==> config.mk <==
export PLATFORM = sky130hd
export DESIGN_NAME = cmp_mask_packer
export DESIGN_NICKNAME = d
export VERILOG_FILES = /design/src/rtl/cmp_mask_packer.sv
export SDC_FILE = /design/constraint.sdc
export NUM_CORES = 1
export LEC_CHECK = 0
export ABC_AREA = 0
export CAP_MARGIN = 20
export CELL_PAD_IN_SITES_DETAIL_PLACEMENT = 1
export CELL_PAD_IN_SITES_GLOBAL_PLACEMENT = 1
export CORE_ASPECT_RATIO = 1.25
export CORE_UTILIZATION = 44
export CTS_CLUSTER_DIAMETER = 40
export DETAILED_ROUTE_END_ITERATION = 12
export PLACE_DENSITY_LB_ADDON = 0.1
export SLEW_MARGIN = 5
export SYNTH_ARGS = -nofsm -noshare
export SYNTH_HDL_FRONTEND = slang
export SYNTH_SLANG_ARGS = --single-unit
export TNS_END_PERCENT = 20
==> constraint.sdc <==
create_clock -name module_clk_i -period 3.4 [get_ports module_clk_i]
set_clock_uncertainty 0.15 [all_clocks]
set_input_delay 1.02 -clock module_clk_i [delete_from_list [all_inputs] [get_ports module_clk_i]]
set_output_delay 1.02 -clock module_clk_i [all_outputs]
set_load 0.05 [all_outputs]
==> src/rtl/cmp_mask_packer.sv <==
// Gathers per-lane comparator flags into a packed vector mask, one bit per element.
// Optional CMP_PACK_TAIL_UNDISTURBED_EN: tail elements keep old_mask_i instead of reading as 0.
module cmp_mask_packer #(
   parameter int unsigned LANES = 4,
   parameter int unsigned MAX_VL = 32,
   localparam int unsigned VlW = $clog2(MAX_VL + 1)
) (
   input  logic              module_clk_i,
   input  logic              module_rst_i,
   input  logic              start_i,
   input  logic [VlW-1:0]    vl_i,
   input  logic              sel_i,
   input  logic              flags_valid_i,
   output logic              flags_ready_o,
   input  logic [LANES-1:0]  lt_le_i,
   input  logic [LANES-1:0]  ge_gt_i,
   output logic [MAX_VL-1:0] mask_o,
   output logic              mask_valid_o,
   input  logic              mask_ready_i,
`ifdef CMP_PACK_TAIL_UNDISTURBED_EN
   input  logic [MAX_VL-1:0] old_mask_i,
`endif
   output logic              busy_o
);

   localparam int unsigned Beats = MAX_VL / LANES;
   localparam int unsigned BeatW = $clog2(Beats + 1);
   localparam int unsigned EndW  = VlW + 1;

   typedef enum logic [1:0] {StIdle, StCollect, StOutput} state_e;

   state_e              state_q;
   logic                sel_q;
   logic [VlW-1:0]      vl_q;
   logic [BeatW-1:0]    beat_q;
   logic [MAX_VL-1:0]   acc_q;
   logic [MAX_VL-1:0]   mask_q;
   logic                mask_valid_q;
   logic                flags_ready_q;
   logic                busy_q;

   logic [VlW-1:0]      vl_eff;
   logic [MAX_VL-1:0]   acc_init;
   logic [MAX_VL-1:0]   acc_wr;
   logic [LANES-1:0]    flags_sel;
   logic [EndW-1:0]     beat_end;
   logic                last_beat;

   always_comb begin
      vl_eff = (vl_i > VlW'(MAX_VL)) ? VlW'(MAX_VL) : vl_i;
`ifdef CMP_PACK_TAIL_UNDISTURBED_EN
      acc_init = old_mask_i;
`else
      acc_init = '0;
`endif
   end

   // Only elements of the current beat below vl are written; tail bits keep their start value.
   always_comb begin
      flags_sel = sel_q ? ge_gt_i : lt_le_i;
      acc_wr    = acc_q;
      for (int unsigned i = 0; i < MAX_VL; i++) begin
         if ((BeatW'(i / LANES) == beat_q) && (VlW'(i) < vl_q)) begin
            acc_wr[i] = flags_sel[i % LANES];
         end
      end
      beat_end  = (EndW'(beat_q) + EndW'(1)) * EndW'(LANES);
      last_beat = (beat_end >= {1'b0, vl_q});
   end

   always_ff @(posedge module_clk_i or posedge module_rst_i) begin
      if (module_rst_i) begin
         state_q       <= StIdle;
         sel_q         <= 1'b0;
         vl_q          <= '0;
         beat_q        <= '0;
         acc_q         <= '0;
         mask_q        <= '0;
         mask_valid_q  <= 1'b0;
         flags_ready_q <= 1'b0;
         busy_q        <= 1'b0;
      end else begin
         unique case (state_q)
            StIdle: begin
               if (start_i) begin
                  sel_q  <= sel_i;
                  vl_q   <= vl_eff;
                  beat_q <= '0;
                  acc_q  <= acc_init;
                  busy_q <= 1'b1;
                  if (vl_eff != '0) begin
                     flags_ready_q <= 1'b1;
                     state_q       <= StCollect;
                  end else begin
                     mask_q       <= acc_init;
                     mask_valid_q <= 1'b1;
                     state_q      <= StOutput;
                  end
               end
            end
            StCollect: begin
               if (flags_valid_i) begin
                  acc_q  <= acc_wr;
                  beat_q <= beat_q + BeatW'(1);
                  if (last_beat) begin
                     mask_q        <= acc_wr;
                     mask_valid_q  <= 1'b1;
                     flags_ready_q <= 1'b0;
                     state_q       <= StOutput;
                  end
               end
            end
            StOutput: begin
               if (mask_ready_i) begin
                  mask_valid_q <= 1'b0;
                  busy_q       <= 1'b0;
                  state_q      <= StIdle;
               end
            end
            default: state_q <= StIdle;
         endcase
      end
   end

   assign mask_o        = mask_q;
   assign mask_valid_o  = mask_valid_q;
   assign flags_ready_o = flags_ready_q;
   assign busy_o        = busy_q;

endmodule

==> flow_metrics.py <==
metrics = {
    "status": {
        "status": "completed",
    },
    "clock_network": {
        "clock-root-buffer": "sky130_fd_sc_hd__clkbuf_16",
        "cts.clk_slew.worst_paths_ns": 0.06,
        "insertion_delay_ns": 0.33,
        "cts.repair.resized": 0,
        "clockBufferDepth": 2,
        "cts-htree-levels": 3,
        "tritoncts.num_buffers": 9,
        "cts_tree": "built",
        "number_of_buffers_inserted_by_hold_repair_at_cts": 0,
        "cts.sink_count": 80,
        "post_cts.repair.setup_buffers": 0,
    },
    "logic_synthesis": {
        "asyncSetResetFlopFracSynth_pct": 100,
        "synth_seq_area_share_pct": 46.7,
        "post_synth_design_cell_area_sq_um": 4280,
        "area_share_of_the_leading_cell_type_in_the_synthesized_netlist_pct": 46.7,
        "synth_flop_cell": "sky130_fd_sc_hd__dfrtp_1",
        "synth-seq-cells": 80,
        "synth_edf_count": 0,
        "synth_cell_types": 47,
        "synth.top_cells.by_area": "sky130_fd_sc_hd__dfrtp_1, sky130_fd_sc_hd__mux2_1, sky130_fd_sc_hd__mux2i_1",
        "yosys_warnings": 0,
        "synthCells": 410,
        "avgSynthCellArea_sq_um": 10.4,
        "mappedNetlistNets": 438,
        "synthDominantAreaCellType": "sky130_fd_sc_hd__dfrtp_1",
    },
    "timing": {
        "rsz_0062_raised_after_global_routing": "false",
        "final.setup.tns_ns": 0,
        "hold_viol_final": 0,
        "setup_violations": 0,
        "timing.hold.ws_ns": 0.328,
        "finalMaxSlewViolations": 0,
        "period_share_pct": 81.9,
        "postLayoutSetupSlackWorst_ns": 0.614,
        "post-route-min-period_ns": 2.79,
        "max_slew_margin_pct": 57.2,
        "timing.fmax_ghz": 0.359,
        "worstMarginPinSlew_ns": 0.641,
    },
    "worst_setup_path": {
        "r2r.worst_path.cells": 9,
        "worst-path-stages": 7,
        "arrival_time_at_the_worst_endpoint_ns": 2.85,
        "cp_num_buf_inv": 2,
        "critical_path.max_stage_delay_ns": 0.47,
        "crit_path_cell_trace": "clkdlybuf4s50_1 > or3b_1 > nand2_2 > o21ai_2 > a21oi_4 > buf_12 > mux2_1",
        "cp_data_required_time_ns": 3.46,
        "timing.setup.critical_path_class": "in2reg",
        "critical_path.startpoint_type": "primary input",
        "reg2reg_setup_slack_ns": 0.65,
        "critPathMaxFanout": 33,
        "critical-path-top-delay-family": "buffers and inverters",
        "worst_path_max_delay_cell": "sky130_fd_sc_hd__clkdlybuf4s50_1",
        "timing.rr.end": "mask_o[24]",
        "cp-end-kind": "flip-flop",
        "r2r_start": "beat_q[0]",
    },
    "floorplan": {
        "i_o_pins": 55,
        "die_area_sq_um": 10100,
        "chipHeight_microns": 112,
        "placementRows": 39,
        "start_util_pct": 46.0,
        "die_width_microns": 90.3,
        "core-area_sq_um": 9320,
    },
    "place": {
        "rd_place_congestion": 0.815,
        "port_buffers": 54,
        "place_ws_ns": 0.243,
        "place.detailed.hpwl_microns": 7370,
    },
    "hold_path": {
        "min-delay-start": "acc_q[27]",
        "min_delay_worst_endpoint": "acc_q[27]",
        "min-delay-path-class": "reg2reg",
        "hold-path-cell-count": 2,
    },
    "routing": {
        "drt_first_iter_violations": 170,
        "route.antenna.remaining_nets": 0,
        "via_per_inst": 5.64,
        "drt_pass1_iterations": 4,
        "wl_per_cell_microns": 18.5,
        "wl_microns": 10700,
        "drc_errors": 0,
        "detailroute.via_count": 3285,
    },
    "power_and_ir_drop": {
        "static-leakage-power_uw": 0.00222,
        "power_density_nw_per_um2": 837,
        "irDropWorstVdd_v": 0.000440,
        "power_uw": 4380,
    },
    "global_route": {
        "grt_util_all_layers_pct": 23.0,
        "grt_start_max_net_pins": 81,
        "antenna_found_initial": 0,
        "grt_first_pass_wirelength_microns": 18100,
        "gr-total-overflow": 0,
        "via_count_of_the_first_global_routing_pass": 3530,
    },
    "finish": {
        "layout_nets": 483,
        "drive_gt1_share_pct": 8.50,
        "area.growth.synth_to_final_pct": 22.2,
        "diodes": 0,
    },
    "flow_run": {
        "max_cap_violations": 0,
    },
}
sequential cells by signal, indices dropped and copies added, names as in the netlist:
| register | count |
|---|---|
| flags_ready_o | 1 |
| state_q | 2 |
| busy_o | 1 |
| beat_q | 4 |
| mask_valid_o | 1 |
| vl_q | 6 |
| acc_q | 32 |
| sel_q | 1 |
| mask_o | 32 |
cells in the mapped netlist, types with 9 or more instances:
cell type	n
sky130_fd_sc_hd__mux2_2	9
sky130_fd_sc_hd__mux2_1	30
sky130_fd_sc_hd__nand2_1	44
sky130_fd_sc_hd__a21oi_1	9
sky130_fd_sc_hd__clkbuf_1	15
sky130_fd_sc_hd__dfrtp_1	80
sky130_fd_sc_hd__nor2_1	40
sky130_fd_sc_hd__a211oi_1	17
sky130_fd_sc_hd__mux2i_1	32
sky130_fd_sc_hd__o31ai_1	30
sky130_fd_sc_hd__o21ai_0	11
sky130_fd_sc_hd__inv_1	12
report_power, final:
group	internal [uW]	switching, uW
clock	584	369
combinational	726	1290
sequential	1160	249
total	2470	1910
tightest hold or removal path, cell delays in order, from the launching register on:
cell                      delay, ns
sky130_fd_sc_hd__dfrtp_1       0.34
sky130_fd_sc_hd__nand2_1       0.05
sky130_fd_sc_hd__o31ai_1       0.05
cells by family after synthesis:
group                    count (synthesis)  synth area share [%]
buffers and inverters                   39                  4.18
flip-flops                              80                  46.7
adder cells (fa/ha/maj)                  8                  2.34
AO/OA/AOI/OAI                           85                  14.0
AND/OR/NAND/NOR                        125                  14.6
multiplexers                            71                  17.7
XOR/XNOR                                 2                 0.409
routing by layer:
| layer | vias to the layer above | routed length (microns) | GRT usage [%] |
|---|---|---|---|
| met1 | 1657 | 4750 | 28.6 |
| met4 | 0 | 235 | 8.17 |
| met2 | 51 | 5420 | 39.2 |
| met5 | - | 0 | 0 |
| met3 | 16 | 337 | 5.15 |
| li1 | 1561 | - | - |
placed cells by master, fill, tap and decap left out, types with 9 or more instances in the layout:
| cell type | Yosys | final |
|---|---|---|
| sky130_fd_sc_hd__o31ai_1 | 30 | 30 |
| sky130_fd_sc_hd__nor2_1 | 40 | 40 |
| sky130_fd_sc_hd__mux2_2 | 9 | 9 |
| sky130_fd_sc_hd__inv_1 | 12 | 11 |
| sky130_fd_sc_hd__nand2_1 | 44 | 44 |
| sky130_fd_sc_hd__dfrtp_1 | 80 | 80 |
| sky130_fd_sc_hd__clkdlybuf4s50_1 | 0 | 54 |
| sky130_fd_sc_hd__mux2_1 | 30 | 30 |
| sky130_fd_sc_hd__o21ai_0 | 11 | 11 |
| sky130_fd_sc_hd__mux2i_1 | 32 | 32 |
| sky130_fd_sc_hd__a21oi_1 | 9 | 9 |
| sky130_fd_sc_hd__a211oi_1 | 17 | 17 |
| sky130_fd_sc_hd__clkbuf_16 | 0 | 9 |
final cells by class:
class,instances,area [sq um]
clock buffers,12,246
clock inverters,3,42.5
fillers,1012,4080
inverters,13,48.8
multi-input cells,291,2110
flip-flops and latches,80,2000
well taps,123,154
repair buffers,60,636
per-stage QoR:
stage | util [%] | cells | instance area (sq um)
2_1_floorplan | - | 410 | 4280
3_3_place_gp | 52.9 | 566 | 4930
3_5_place_dp | 52.9 | 566 | 4930
4_1_cts | 56.0 | 581 | 5220
5_1_grt | 56.2 | 582 | 5240
6_report | 56.2 | 582 | 5240
worst max-delay path by stage:
stage / to / slack, ns / start
after CTS: mask_o[7] / 0.60 / start_i
after detailed placement: mask_o[5] / 0.24 / start_i
after global placement: mask_o[6] / 0.28 / vl_i[5]
final: mask_o[24] / 0.61 / start_i
after global routing: mask_o[24] / 0.48 / beat_q[2]
after floorplan: acc_q[0] / 0.18 / module_rst_i
(Power assumes the default switching activity.)
